[src/rtl/mem_port_arbiter_pkg.sv]
// Shared types for the unified memory port arbiter: FSM states, port owner
// and the default word size used for address/data widths.
package mem_port_arbiter_pkg;

  localparam int WORD_SIZE = 32;

  typedef enum logic [2:0] {
    IDLE   = 3'd0,
    F_REQ  = 3'd1,
    D_REQ  = 3'd2,
    F_WAIT = 3'd3,
    D_WAIT = 3'd4
  } memArbState;

  typedef enum logic {
    MEM_OWNER_FETCH = 1'b0,
    MEM_OWNER_DATA  = 1'b1
  } memOwner;

  // Byte-enable pattern used for every read access.
  function automatic logic [WORD_SIZE/8-1:0] read_byte_en();
    return {(WORD_SIZE/8){1'b1}};
  endfunction

endpackage

[src/rtl/mem_port_arbiter_if.sv]
// Unified memory port bus: registered request fields from the arbiter,
// grant/response back from the memory.
interface mem_port_arbiter_if
  import mem_port_arbiter_pkg::*;
#(
  parameter int ADDR_WIDTH = WORD_SIZE,
  parameter int DATA_WIDTH = WORD_SIZE
) ();

  logic                    MemReq;
  logic                    MemWrite;
  logic [ADDR_WIDTH-1:0]   MemAdr;
  logic [DATA_WIDTH-1:0]   MemWdata;
  logic [DATA_WIDTH/8-1:0] MemByteEn;
  logic                    MemGrant;
  logic                    MemRvalid;
  logic [DATA_WIDTH-1:0]   MemRdata;

  modport master (
    output MemReq, MemWrite, MemAdr, MemWdata, MemByteEn,
    input  MemGrant, MemRvalid, MemRdata
  );

  modport slave (
    input  MemReq, MemWrite, MemAdr, MemWdata, MemByteEn,
    output MemGrant, MemRvalid, MemRdata
  );

endinterface

[src/rtl/mem_port_arbiter_req_mux.sv]
// Selects the fetch or data request fields by owner; the result is the
// next value of the registered memory request.
module mem_req_mux
  import mem_port_arbiter_pkg::*;
#(
  parameter int ADDR_WIDTH = WORD_SIZE,
  parameter int DATA_WIDTH = WORD_SIZE
) (
  input  memOwner                 owner_i,
  input  logic [ADDR_WIDTH-1:0]   fetch_adr_i,
  input  logic                    data_write_i,
  input  logic [ADDR_WIDTH-1:0]   data_adr_i,
  input  logic [DATA_WIDTH-1:0]   data_wdata_i,
  input  logic [DATA_WIDTH/8-1:0] data_be_i,
  output logic                    req_write_o,
  output logic [ADDR_WIDTH-1:0]   req_adr_o,
  output logic [DATA_WIDTH-1:0]   req_wdata_o,
  output logic [DATA_WIDTH/8-1:0] req_be_o
);

  localparam int BE_WIDTH = DATA_WIDTH / 8;

  // Fetches are always full-word reads; loads also read the full word.
  always_comb begin
    req_write_o = 1'b0;
    req_adr_o   = fetch_adr_i;
    req_wdata_o = {DATA_WIDTH{1'b0}};
    req_be_o    = {BE_WIDTH{1'b1}};
    case (owner_i)
      MEM_OWNER_FETCH: begin
        req_write_o = 1'b0;
        req_adr_o   = fetch_adr_i;
        req_wdata_o = {DATA_WIDTH{1'b0}};
        req_be_o    = {BE_WIDTH{1'b1}};
      end
      MEM_OWNER_DATA: begin
        req_write_o = data_write_i;
        req_adr_o   = data_adr_i;
        req_wdata_o = data_wdata_i;
        if (data_write_i) begin
          req_be_o = data_be_i;
        end else begin
          req_be_o = {BE_WIDTH{1'b1}};
        end
      end
      default: begin
        req_write_o = 1'b0;
        req_adr_o   = fetch_adr_i;
        req_wdata_o = {DATA_WIDTH{1'b0}};
        req_be_o    = {BE_WIDTH{1'b1}};
      end
    endcase
  end

endmodule

[src/rtl/mem_port_arbiter.sv]
// Shares one memory port between instruction fetch and data access, one
// registered request at a time, with data given priority over fetch.
module mem_port_arbiter
  import mem_port_arbiter_pkg::*;
#(
  parameter int ADDR_WIDTH = WORD_SIZE,
  parameter int DATA_WIDTH = WORD_SIZE
) (
  input  logic                    clk,
  input  logic                    reset,
  input  logic                    FetchReq_F,
  input  logic [ADDR_WIDTH-1:0]   FetchAdr_F,
  input  logic                    Flush_F,
  output logic [DATA_WIDTH-1:0]   FetchData_F,
  output logic                    FetchValid_F,
  input  logic                    DataReq_M,
  input  logic                    DataWrite_M,
  input  logic [ADDR_WIDTH-1:0]   DataAdr_M,
  input  logic [DATA_WIDTH-1:0]   DataWdata_M,
  input  logic [DATA_WIDTH/8-1:0] DataByteEn_M,
  output logic [DATA_WIDTH-1:0]   DataRdata_M,
  output logic                    DataValid_M,
  output logic                    StallFetch,
  output logic                    StallData,
  mem_port_arbiter_if.master      mem
);

  localparam int BE_WIDTH = DATA_WIDTH / 8;

  memArbState              state_q;
  logic                    killed_q;
  logic                    mem_req_q;
  logic                    mem_write_q;
  logic [ADDR_WIDTH-1:0]   mem_adr_q;
  logic [DATA_WIDTH-1:0]   mem_wdata_q;
  logic [BE_WIDTH-1:0]     mem_be_q;
  logic [DATA_WIDTH-1:0]   fetch_data_q;
  logic                    fetch_valid_q;
  logic [DATA_WIDTH-1:0]   data_rdata_q;
  logic                    data_valid_q;

  logic                    issue_d;
  logic                    issue_f;
  memOwner                 owner;
  logic                    req_write_d;
  logic [ADDR_WIDTH-1:0]   req_adr_d;
  logic [DATA_WIDTH-1:0]   req_wdata_d;
  logic [BE_WIDTH-1:0]     req_be_d;

  // Valid gating keeps a requester from reissuing in its release cycle.
  assign issue_d = DataReq_M && !data_valid_q;
  assign issue_f = FetchReq_F && !fetch_valid_q && !Flush_F;
  assign owner   = issue_d ? MEM_OWNER_DATA : MEM_OWNER_FETCH;

  mem_req_mux #(
    .ADDR_WIDTH (ADDR_WIDTH),
    .DATA_WIDTH (DATA_WIDTH)
  ) u_req_mux (
    .owner_i      (owner),
    .fetch_adr_i  (FetchAdr_F),
    .data_write_i (DataWrite_M),
    .data_adr_i   (DataAdr_M),
    .data_wdata_i (DataWdata_M),
    .data_be_i    (DataByteEn_M),
    .req_write_o  (req_write_d),
    .req_adr_o    (req_adr_d),
    .req_wdata_o  (req_wdata_d),
    .req_be_o     (req_be_d)
  );

  // Arbitration FSM, request registers, kill flag and response registers.
  always_ff @(posedge clk) begin
    if (reset) begin
      state_q       <= IDLE;
      killed_q      <= 1'b0;
      mem_req_q     <= 1'b0;
      mem_write_q   <= 1'b0;
      mem_adr_q     <= {ADDR_WIDTH{1'b0}};
      mem_wdata_q   <= {DATA_WIDTH{1'b0}};
      mem_be_q      <= {BE_WIDTH{1'b0}};
      fetch_data_q  <= {DATA_WIDTH{1'b0}};
      fetch_valid_q <= 1'b0;
      data_rdata_q  <= {DATA_WIDTH{1'b0}};
      data_valid_q  <= 1'b0;
    end else begin
      fetch_valid_q <= 1'b0;
      data_valid_q  <= 1'b0;
      case (state_q)
        IDLE: begin
          killed_q <= 1'b0;
          if (issue_d || issue_f) begin
            mem_req_q   <= 1'b1;
            mem_write_q <= req_write_d;
            mem_adr_q   <= req_adr_d;
            mem_wdata_q <= req_wdata_d;
            mem_be_q    <= req_be_d;
            state_q     <= issue_d ? D_REQ : F_REQ;
          end
        end
        F_REQ: begin
          if (Flush_F) begin
            killed_q <= 1'b1;
          end
          if (mem.MemGrant) begin
            mem_req_q <= 1'b0;
            state_q   <= F_WAIT;
          end
        end
        F_WAIT: begin
          if (mem.MemRvalid) begin
            // A flush arriving with the response still discards it.
            if (!(killed_q || Flush_F)) begin
              fetch_data_q  <= mem.MemRdata;
              fetch_valid_q <= 1'b1;
            end
            killed_q <= 1'b0;
            state_q  <= IDLE;
          end else if (Flush_F) begin
            killed_q <= 1'b1;
          end
        end
        D_REQ: begin
          if (mem.MemGrant) begin
            mem_req_q <= 1'b0;
            state_q   <= D_WAIT;
          end
        end
        D_WAIT: begin
          if (mem.MemRvalid) begin
            if (!mem_write_q) begin
              data_rdata_q <= mem.MemRdata;
            end
            data_valid_q <= 1'b1;
            state_q      <= IDLE;
          end
        end
        default: begin
          state_q   <= IDLE;
          killed_q  <= 1'b0;
          mem_req_q <= 1'b0;
        end
      endcase
    end
  end

  assign mem.MemReq    = mem_req_q;
  assign mem.MemWrite  = mem_write_q;
  assign mem.MemAdr    = mem_adr_q;
  assign mem.MemWdata  = mem_wdata_q;
  assign mem.MemByteEn = mem_be_q;

  assign FetchData_F  = fetch_data_q;
  assign FetchValid_F = fetch_valid_q;
  assign DataRdata_M  = data_rdata_q;
  assign DataValid_M  = data_valid_q;

  assign StallFetch = !reset && FetchReq_F && !fetch_valid_q;
  assign StallData  = !reset && DataReq_M && !data_valid_q;

endmodule

[src/flat_wrapper.sv]
// flat-port wrapper written by rule: the top's interface ports become plain ports
module mem_port_arbiter_flat import mem_port_arbiter_pkg::*;
#(
  parameter int ADDR_WIDTH = WORD_SIZE,
  parameter int DATA_WIDTH = WORD_SIZE
)
  (clk, reset, FetchReq_F, FetchAdr_F, Flush_F, FetchData_F, FetchValid_F, DataReq_M, DataWrite_M, DataAdr_M, DataWdata_M, DataByteEn_M, DataRdata_M, DataValid_M, StallFetch, StallData, mem_MemReq, mem_MemWrite, mem_MemAdr, mem_MemWdata, mem_MemByteEn, mem_MemGrant, mem_MemRvalid, mem_MemRdata);
  mem_port_arbiter_if #(.ADDR_WIDTH(ADDR_WIDTH), .DATA_WIDTH(DATA_WIDTH)) mem_i ();
  input  logic clk;
  input  logic reset;
  input  logic FetchReq_F;
  input  logic [ADDR_WIDTH-1:0] FetchAdr_F;
  input  logic Flush_F;
  output logic [DATA_WIDTH-1:0] FetchData_F;
  output logic FetchValid_F;
  input  logic DataReq_M;
  input  logic DataWrite_M;
  input  logic [ADDR_WIDTH-1:0] DataAdr_M;
  input  logic [DATA_WIDTH-1:0] DataWdata_M;
  input  logic [DATA_WIDTH/8-1:0] DataByteEn_M;
  output logic [DATA_WIDTH-1:0] DataRdata_M;
  output logic DataValid_M;
  output logic StallFetch;
  output logic StallData;
  output wire logic [$bits(mem_i.MemReq)-1:0] mem_MemReq;
  output wire logic [$bits(mem_i.MemWrite)-1:0] mem_MemWrite;
  output wire logic [$bits(mem_i.MemAdr)-1:0] mem_MemAdr;
  output wire logic [$bits(mem_i.MemWdata)-1:0] mem_MemWdata;
  output wire logic [$bits(mem_i.MemByteEn)-1:0] mem_MemByteEn;
  input wire logic [$bits(mem_i.MemGrant)-1:0] mem_MemGrant;
  input wire logic [$bits(mem_i.MemRvalid)-1:0] mem_MemRvalid;
  input wire logic [$bits(mem_i.MemRdata)-1:0] mem_MemRdata;
  assign mem_MemReq = mem_i.MemReq;
  assign mem_MemWrite = mem_i.MemWrite;
  assign mem_MemAdr = mem_i.MemAdr;
  assign mem_MemWdata = mem_i.MemWdata;
  assign mem_MemByteEn = mem_i.MemByteEn;
  assign mem_i.MemGrant = mem_MemGrant;
  assign mem_i.MemRvalid = mem_MemRvalid;
  assign mem_i.MemRdata = mem_MemRdata;
  mem_port_arbiter #(.ADDR_WIDTH(ADDR_WIDTH), .DATA_WIDTH(DATA_WIDTH)) u_core (.clk(clk), .reset(reset), .FetchReq_F(FetchReq_F), .FetchAdr_F(FetchAdr_F), .Flush_F(Flush_F), .FetchData_F(FetchData_F), .FetchValid_F(FetchValid_F), .DataReq_M(DataReq_M), .DataWrite_M(DataWrite_M), .DataAdr_M(DataAdr_M), .DataWdata_M(DataWdata_M), .DataByteEn_M(DataByteEn_M), .DataRdata_M(DataRdata_M), .DataValid_M(DataValid_M), .StallFetch(StallFetch), .StallData(StallData), .mem(mem_i));
endmodule
[config.mk]
export PLATFORM = sky130hd
export DESIGN_NAME = mem_port_arbiter_flat
export DESIGN_NICKNAME = d
export VERILOG_FILES = /design/src/rtl/mem_port_arbiter_pkg.sv /design/src/rtl/mem_port_arbiter_if.sv /design/src/rtl/mem_port_arbiter_req_mux.sv /design/src/rtl/mem_port_arbiter.sv /design/src/flat_wrapper.sv
export SDC_FILE = /design/constraint.sdc
export NUM_CORES = 1
export LEC_CHECK = 0
export ABC_AREA = 1
export CORE_ASPECT_RATIO = 1.5
export CORE_MARGIN = 5
export CORE_UTILIZATION = 44
export DETAILED_ROUTE_END_ITERATION = 7
export GPL_ROUTABILITY_DRIVEN = 0
export PLACE_DENSITY = 0.86
export SLEW_MARGIN = 20
export SYNTH_ARGS = -nofsm -noshare
export SYNTH_HDL_FRONTEND = slang
export SYNTH_HIERARCHICAL = 1
export SYNTH_SLANG_ARGS = --single-unit
[constraint.sdc]
create_clock -name clk -period 2.46 [get_ports clk]
set_input_delay 0.492 -clock clk [delete_from_list [all_inputs] [get_ports clk]]
set_output_delay 0.492 -clock clk [all_outputs]
set_load 0.05 [all_outputs]
# Word-level counts from Yosys, hierarchy flattened
# Cells that the tools add are included.
[word_totals] regBits=140 input_bits=140 out_inout_bits=138 elab_cells=71
[op_classes] n_eq_ne=9 muxes=20 bitwise_logic=7 reduce_logical=24
[op_table] cell="32-bit one-hot mux with 2 select lines" count=2
[op_table] cell="3-bit two-way mux" count=4
[op_table] cell="3-bit one-hot mux with 4 select lines" count=1
[op_table] cell="3-bit AND reduction" count=3
[op_table] cell="4-bit one-hot mux with 2 select lines" count=1
[op_table] cell="2-bit OR reduction" count=4
[op_table] cell="1-bit logical AND" count=7
[op_table] cell="1-bit two-way mux" count=7
[op_table] cell="1-bit inverter" count=7
[op_table] cell="3-bit by 2-bit == test with 1-bit output (second input constant)" count=2
[op_table] cell="2-bit by 1-bit != test with 1-bit output (second input constant)" count=3
[op_table] cell="1-bit one-hot mux with 3 select lines" count=2
[op_table] cell="1-bit zero test" count=4
[op_table] cell="4-bit two-way mux" count=1
[op_table] cell="2-bit != test (second input constant)" count=2
[op_table] cell="4-bit AND reduction" count=1
[op_table] cell="3-bit by 1-bit == test with 1-bit output (second input constant)" count=1
[op_table] cell="3-bit == test (second input constant)" count=1
[op_table] cell="3-bit zero test" count=1
[op_table] cell="3-bit OR reduction" count=1
[op_table] cell="1-bit logical OR" count=2
[op_table] cell="2-bit two-way mux" count=1
[op_table] cell="1-bit one-hot mux with 2 select lines" count=1
[op_table] cell="2-bit AND reduction" count=1

# Logic depth before layout (Yosys ltp)
# Gate-level depths: netlist of the first run.
[depth] ltp_word=6 ltp_mapped=10 depth_no_buf=8

# Hierarchy
# The synthesis of the first run kept the hierarchy.
[modules_own_cells] mod="mem_port_arbiter" instances=1 cells_per_inst=647 area_per_inst_um2=4982.3 seq_area_each_um2=2802.7
[modules_own_cells] mod="mem_req_mux" instances=1 cells_per_inst=182 area_per_inst_um2=739.5 seq_area_each_um2=0.0

# Worst setup path after synthesis of the first run
# OpenSTA, ideal clock, no wires.
[synth_path] kind="reg-to-output" from="register u_core.data_valid_q, in the netlist u_core/DataValid_M" to="output StallData" arrival_ns=1.449 t_required_ns=1.968 slack_ns=0.519 stages_incl_launch_ff=3 n_path_buf=0 path_cell_list="dfxtp_1 > or2_4 > nor2_1"
[synth_via] elab_chain_len=2
[synth_lines] item="from (decl)" line_no="mem_port_arbiter.sv:40" rtl="logic data_valid_q;"
[synth_lines] item="from (signal assigned)" line_no="mem_port_arbiter.sv:84" rtl="data_valid_q <= 1'b0;"
[synth_lines] item="from (signal assigned)" line_no="mem_port_arbiter.sv:87" rtl="data_valid_q <= 1'b0;"
[synth_lines] item="from (signal assigned)" line_no="mem_port_arbiter.sv:133" rtl="data_valid_q <= 1'b1;"
[synth_lines] item="1-bit zero test" line_no="mem_port_arbiter.sv:158" rtl="assign StallData = !reset && DataReq_M && !data_valid_q;"
[synth_lines] item="1-bit logical AND" line_no="mem_port_arbiter.sv:158"
[synth_lines] item="to (decl)" line_no="flat_wrapper.sv:24" rtl="output logic StallData;"
# No other way between the ends.

# Worst setup path after layout of the first run
[layout_path] from="register u_core.mem_wdata_q[24], in the netlist u_core/mem.MemWdata[24]" to="output mem_MemWdata[24]"
[layout_rtl] item="from (decl)" line_no="mem_port_arbiter.sv:35" rtl="logic [DATA_WIDTH-1:0] mem_wdata_q;"
[layout_rtl] item="from (signal assigned)" line_no="mem_port_arbiter.sv:79" rtl="mem_wdata_q <= {DATA_WIDTH{1'b0}};"
[layout_rtl] item="from (signal assigned)" line_no="mem_port_arbiter.sv:95" rtl="mem_wdata_q <= req_wdata_d;"
[layout_rtl] item="to (decl)" line_no="flat_wrapper.sv:28" rtl="output wire logic [$bits(mem_i.MemWdata)-1:0] mem_MemWdata;"
# No word-level cell between the ends.

==> results.sh, run 1 <==
export IMPL_status="complete, no violations"
export IMPL_synthArstFlopShare=0
export IMPL_rrSetupSlack_ns=0.77
export IMPL_r2r_end="u_core/DataRdata_M[8]"
export IMPL_wire_per_inst_um=14.0
export IMPL_synth_top_area_frac=0.490
export IMPL_avgViaCountPerCell=4.70
export IMPL_antenna_found_initial=0
export IMPL_fin_hold_ws_ns=0.471
export IMPL_synth_common_cells="nor2_1 (280), nand2_1 (146), dfxtp_1 (140)"
export IMPL_grt_pass1_wl_um=26900
export IMPL_avgSynthCellArea_um2=6.90
export IMPL_worst_slew_pin_slew_ns=0.612
export IMPL_cp_arrival_ns=1.61
export IMPL_drive_above_1_share=0.0547
export IMPL_end_kind="output port"
export IMPL_synthesis_area_um2=5720
export IMPL_ios=278
export IMPL_place_hpwl_um=12900
export IMPL_cts_resized_gates=0
export IMPL_synth_top_area_cell="dfxtp_1"
export IMPL_die_w_um=103
export IMPL_num_rows=51
export IMPL_dieArea_um2=15400
export IMPL_overflow=0
export IMPL_cts_root_buf="clkbuf_16"
export IMPL_num_fill_cells=1011
export IMPL_port_buffers=277
export IMPL_wl_um=17600
export IMPL_crit_path_start="u_core/mem.MemWdata[24]"
export IMPL_rsz0062_at_grt="no"
export IMPL_worstHoldPathType="reg -> reg"
export IMPL_cts_buffers=17
export IMPL_synth_seq_cells=140
export IMPL_cts_tree="built"
export IMPL_num_vias=5908
export IMPL_critical_path_required_ns=1.97
export IMPL_worstSetupPathType="reg -> out"
export IMPL_timing_fmax_mhz=476
export IMPL_first_iter_violations=246
export IMPL_cp_slowest_cell="clkdlybuf4s50_1"
export IMPL_grt_max_degree=81
export IMPL_post_cts_buffers=0
export IMPL_slew_viol_final=0
export IMPL_r2r_start="u_core/state_q[2]"
export IMPL_crit_fanout=2
export IMPL_critPathMaxStageDelay_ns=0.86
export IMPL_nNetsFinal=1225
export IMPL_grt_pass1_vias=5614
export IMPL_path_clk_slew_ns=0.06
export IMPL_drcViolationCount=0
export IMPL_cap_viol_max_count=0
export IMPL_synthTopCellsByArea="dfxtp_1 (49%), nor2_1 (18%), o21ai_0 (11%)"
export IMPL_finClkSkew_ns=0.00751
export IMPL_ir_worst_vdd_uv=589
export IMPL_postCtsHoldBufs=0
export IMPL_path_buf_inv=1
export IMPL_yosysSeqAreaShare=0.490
export IMPL_ys_types=22
export IMPL_synth_edf_count=0
export IMPL_finalSetupViolCount=0
export IMPL_setup_tns_ns=0
export IMPL_grt_usage=0.222
export IMPL_initial_core_util=0.444
export IMPL_synth_warning_count=6
export IMPL_slew_headroom=0.591
export IMPL_dieHeight_um=150
export IMPL_start_kind="register"
export IMPL_firstDrtPassIters=4
export IMPL_period_share=0.854
export IMPL_power_leakage_nw=4.04
export IMPL_hold_viol=0
export IMPL_ant_nets=0
export IMPL_synthCells=829
export IMPL_clkLatencyLatePin_ns=0.41
export IMPL_syn_to_final_growth_pct=60.2
export IMPL_cp_cell_sequence="clkdlybuf4s50_1"
export IMPL_cpLargestDelayFamily="buffers and inverters"
export IMPL_worstRegToRegCells=6
export IMPL_worstSetupPathDepth=1
export IMPL_n_antenna_cell=0
export IMPL_yosysMostFrequentCell="nor2_1"
export IMPL_synthesis_nets=969
export IMPL_synth_top_flop_cell="dfxtp_1"
export IMPL_numClockSinks=140
export IMPL_cts_max_path_buffers=2
export IMPL_endpoint="mem_MemWdata[24]"
export IMPL_cts_htree_levels=4
export IMPL_pwr_density_cell_nw_per_um2=1150
export IMPL_core_um2=12900
export IMPL_finalCriticalPeriod_ns=2.10
## worst min path at each step
| stage | to | startpoint | cells after the start |
|---|---|---|---|
| floorplan | u_core/killed_q | u_core/killed_q | 2 |
| global placement | u_core/killed_q | u_core/killed_q | 2 |
| detailed placement | u_core/killed_q | u_core/killed_q | 2 |
| CTS | u_core/killed_q | u_core/killed_q | 2 |
| global route | u_core/killed_q | u_core/killed_q | 2 |
| finish | u_core/killed_q | u_core/killed_q | 2 |
## flip-flops by register name, summed over array words and instances, names as in the netlist
register and count:
u_core/mem.MemWdata 32, u_core/mem.MemWrite 1, u_core/mem.MemAdr 32, u_core/mem.MemByteEn 4
u_core/killed_q 1, u_core/state_q 3, u_core/FetchData_F 32, u_core/DataRdata_M 32
u_core/FetchValid_F 1, u_core/DataValid_M 1, u_core/mem.MemReq 1
## metrics by stage
stage	util	area (um^2)	setup slack [ns]	instances	total power [W]
3_5_place_dp	0.665	8570	0.258	1225	0.00805
2_1_floorplan	-	5720	0.519	829	0.00642
4_1_cts	0.711	9170	0.340	1256	0.0107
3_3_place_gp	0.665	8570	0.273	1225	0.00797
6_report	0.711	9170	0.360	1256	0.0106
5_1_grt	0.711	9170	0.309	1256	0.0112
## per-layer routing
| layer | global-route usage | vias up | routed length, um |
|---|---|---|---|
| li1 | - | 3077 | - |
| met1 | 0.218 | 2575 | 6100 |
| met2 | 0.402 | 220 | 9410 |
| met3 | 0.0788 | 36 | 1500 |
| met4 | 0.110 | 0 | 635 |
| met5 | 0 | - | 0 |
## power by group
group | switching (W) | total, W | internal, W
sequential | 0.000277 | 0.00309 | 0.00281
clock | 0.000984 | 0.00258 | 0.00159
combinational | 0.00328 | 0.00490 | 0.00163
## cell type report
type                            count  area, um^2  area share
Timing Repair Buffer              289        2950       0.321
Sequential cell                   140        2800       0.306
Multi-Input combinational cell    583        2420       0.264
Clock buffer                       17         425      0.0464
Inverter                           54         203      0.0221
Tap cell                          159         199      0.0217
Clock inverter                     14         170      0.0186
## cells in the final DEF (no fill, tap or decap), drive strengths merged
master and instances:
clkbuf 17, nor2 281, nor3 1, nand3b 1
inv 56, dfxtp 140, clkdlybuf4s50 275, nand2 149
clkinvlp 4, nand3 11, or2 2, nor4 1
o21ai 136, a21oi 1, clkinv 5, bufinv 3
buf 14
## logic make-up (layout without fill, tap and decap cells)
logic type | Yosys count | in the layout | share of synthesized area
AO/OA/AOI/OAI | 137 | 137 | 0.120
buffers and inverters | 106 | 374 | 0.0873
flip-flops | 140 | 140 | 0.490
AND/OR/NAND/NOR | 446 | 446 | 0.303
No activity file was read; power rests on OpenSTA's default activity.
==> run 2, diff against run 1 <==
--- a/config.mk
+++ b/config.mk
@@ -7,7 +7,6 @@
 export LEC_CHECK = 0
 export ABC_AREA = 1
 export CORE_ASPECT_RATIO = 1.5
-export CORE_MARGIN = 5
 export CORE_UTILIZATION = 44
 export DETAILED_ROUTE_END_ITERATION = 7
 export GPL_ROUTABILITY_DRIVEN = 0
==> results.sh, run 2 (synthesized netlist as in run 1, its figures left out) <==
export IMPL_rsz0062_at_grt="no"
export IMPL_ios=278
export IMPL_grt_pass1_vias=5495
export IMPL_cp_cell_sequence="clkdlybuf4s50_1"
export IMPL_avgViaCountPerCell=4.79
export IMPL_dieHeight_um=142
export IMPL_drive_above_1_share=0.0529
export IMPL_path_buf_inv=1
export IMPL_status="complete, no violations"
export IMPL_clkLatencyLatePin_ns=0.41
export IMPL_slew_viol_final=0
export IMPL_end_kind="output port"
export IMPL_p_int_w=0.00596
export IMPL_cts_resized_gates=0
export IMPL_cts_htree_levels=4
export IMPL_finalSetupViolCount=0
export IMPL_cts_buffers=17
export IMPL_ir_worst_vdd_uv=707
export IMPL_critical_path_required_ns=1.97
export IMPL_syn_to_final_growth_pct=59.6
export IMPL_final_cell_mix="nor2_1 (280), clkdlybuf4s50_1 (275), nand2_1 (146), dfxtp_1 (140), o21ai_0 (129)"
export IMPL_switchingPower_w=0.00455
export IMPL_wl_um=17100
export IMPL_crit_path_start="u_core/mem.MemWrite"
export IMPL_setup_tns_ns=0
export IMPL_worstRegToRegCells=6
export IMPL_n_antenna_cell=0
export IMPL_firstDrtPassIters=4
export IMPL_worstHoldPathType="reg -> reg"
export IMPL_dieArea_um2=13500
export IMPL_clockPowerShare=0.241
export IMPL_finalCriticalPeriod_ns=2.11
export IMPL_antenna_found_initial=0
export IMPL_core_um2=12600
export IMPL_critPathMaxStageDelay_ns=0.84
export IMPL_final_common_cell="nor2_1"
export IMPL_num_vias=6001
export IMPL_drcViolationCount=0
export IMPL_ant_nets=0
export IMPL_cpLargestDelayFamily="buffers and inverters"
export IMPL_endpoint="mem_MemWrite"
export IMPL_die_w_um=95.1
export IMPL_cp_slowest_cell="clkdlybuf4s50_1"
export IMPL_worstSetupPathType="reg -> out"
export IMPL_worst_slew_pin_slew_ns=0.593
export IMPL_hold_viol=0
export IMPL_nNetsFinal=1224
export IMPL_finalPower_w=0.0105
export IMPL_period_share=0.858
export IMPL_postCtsHoldBufs=0
export IMPL_grt_max_degree=74
export IMPL_num_rows=50
export IMPL_r2r_start="u_core/state_q[2]"
export IMPL_cap_viol_max_count=0
export IMPL_port_buffers=277
export IMPL_swShare=0.433
export IMPL_worstSetupPathDepth=1
export IMPL_seqPwrFrac=0.295
export IMPL_grt_usage=0.249
export IMPL_cts_tree="built"
export IMPL_overflow=0
export IMPL_cts_max_path_buffers=2
export IMPL_numClockSinks=140
export IMPL_rrSetupSlack_ns=0.96
export IMPL_cts_root_buf="clkbuf_16"
export IMPL_start_kind="register"
export IMPL_path_clk_slew_ns=0.06
export IMPL_slew_headroom=0.603
export IMPL_pwr_density_cell_nw_per_um2=1150
export IMPL_post_cts_buffers=0
export IMPL_initial_core_util=0.455
export IMPL_finClkSkew_ns=0.0151
export IMPL_wire_per_inst_um=13.6
export IMPL_combPwrFrac=0.465
export IMPL_first_iter_violations=209
export IMPL_cp_arrival_ns=1.62
export IMPL_r2r_end="u_core/DataRdata_M[0]"
export IMPL_grt_pass1_wl_um=26000
export IMPL_crit_fanout=3
export IMPL_place_hpwl_um=12000
export IMPL_timing_fmax_mhz=474
export IMPL_power_leakage_nw=4.03
[run 2: cell types whose count changed in the layout (fill, tap and decap cells not counted), sizes merged]
cell      before  now
buf           14   13
clkinvlp       4    3
inv           56   55
bufinv         3    2
clkinv         5    6
clkbuf        17   20
[run 2: power groups by stage]
| stage | Sequential [W] | Clock, W | Combinational, W |
|---|---|---|---|
| 4_1_cts | 0.00310 | 0.00257 | 0.00491 |
| 3_3_place_gp | 0.00312 | 0 | 0.00484 |
| 5_1_grt | 0.00316 | 0.00267 | 0.00523 |
| 3_5_place_dp | 0.00314 | 0 | 0.00488 |
| 2_1_floorplan | 0.00486 | 0 | 0.00156 |
| 6_report | 0.00309 | 0.00253 | 0.00488 |
[run 2: worst min path at each step]
stage	start	end	slack (ns)	depth (start not counted)
after CTS	u_core/killed_q	u_core/killed_q	0.48	2
after global routing	u_core/killed_q	u_core/killed_q	0.50	2
after floorplan	u_core/killed_q	u_core/killed_q	0.44	2
after detailed placement	u_core/killed_q	u_core/killed_q	0.47	2
final	u_core/killed_q	u_core/killed_q	0.47	2
after global placement	u_core/mem.MemAdr[30]	u_core/mem.MemAdr[30]	0.46	2
[run 2: metal layers]
metal  global-route usage  part of all wire  wire (um)
met1                0.249              0.37       6250
met2                0.456              0.52       8940
met3               0.0600             0.068       1160
met4                0.139             0.042        720
met5                    0                 0          0
[run 2: through the flow]
step	cell area (um^2)	hold slack (ns)	utilization	setup slack, ns	cells
floorplan	5720	0.438	-	0.519	829
global placement	8550	0.460	0.680	0.384	1221
detailed placement	8550	0.470	0.680	0.316	1221
CTS	9130	0.478	0.726	0.335	1253
global route	9130	0.498	0.726	0.283	1253
finish	9130	0.473	0.726	0.348	1253
[run 2: area by class of cell]
type	instances	area, um^2
Sequential cell	140	2800
Multi-Input combinational cell	583	2420
Fill cell	1006	3440
Tap cell	156	195
Inverter	54	204
Clock inverter	12	140
Timing Repair Buffer	288	2930
Clock buffer	20	447
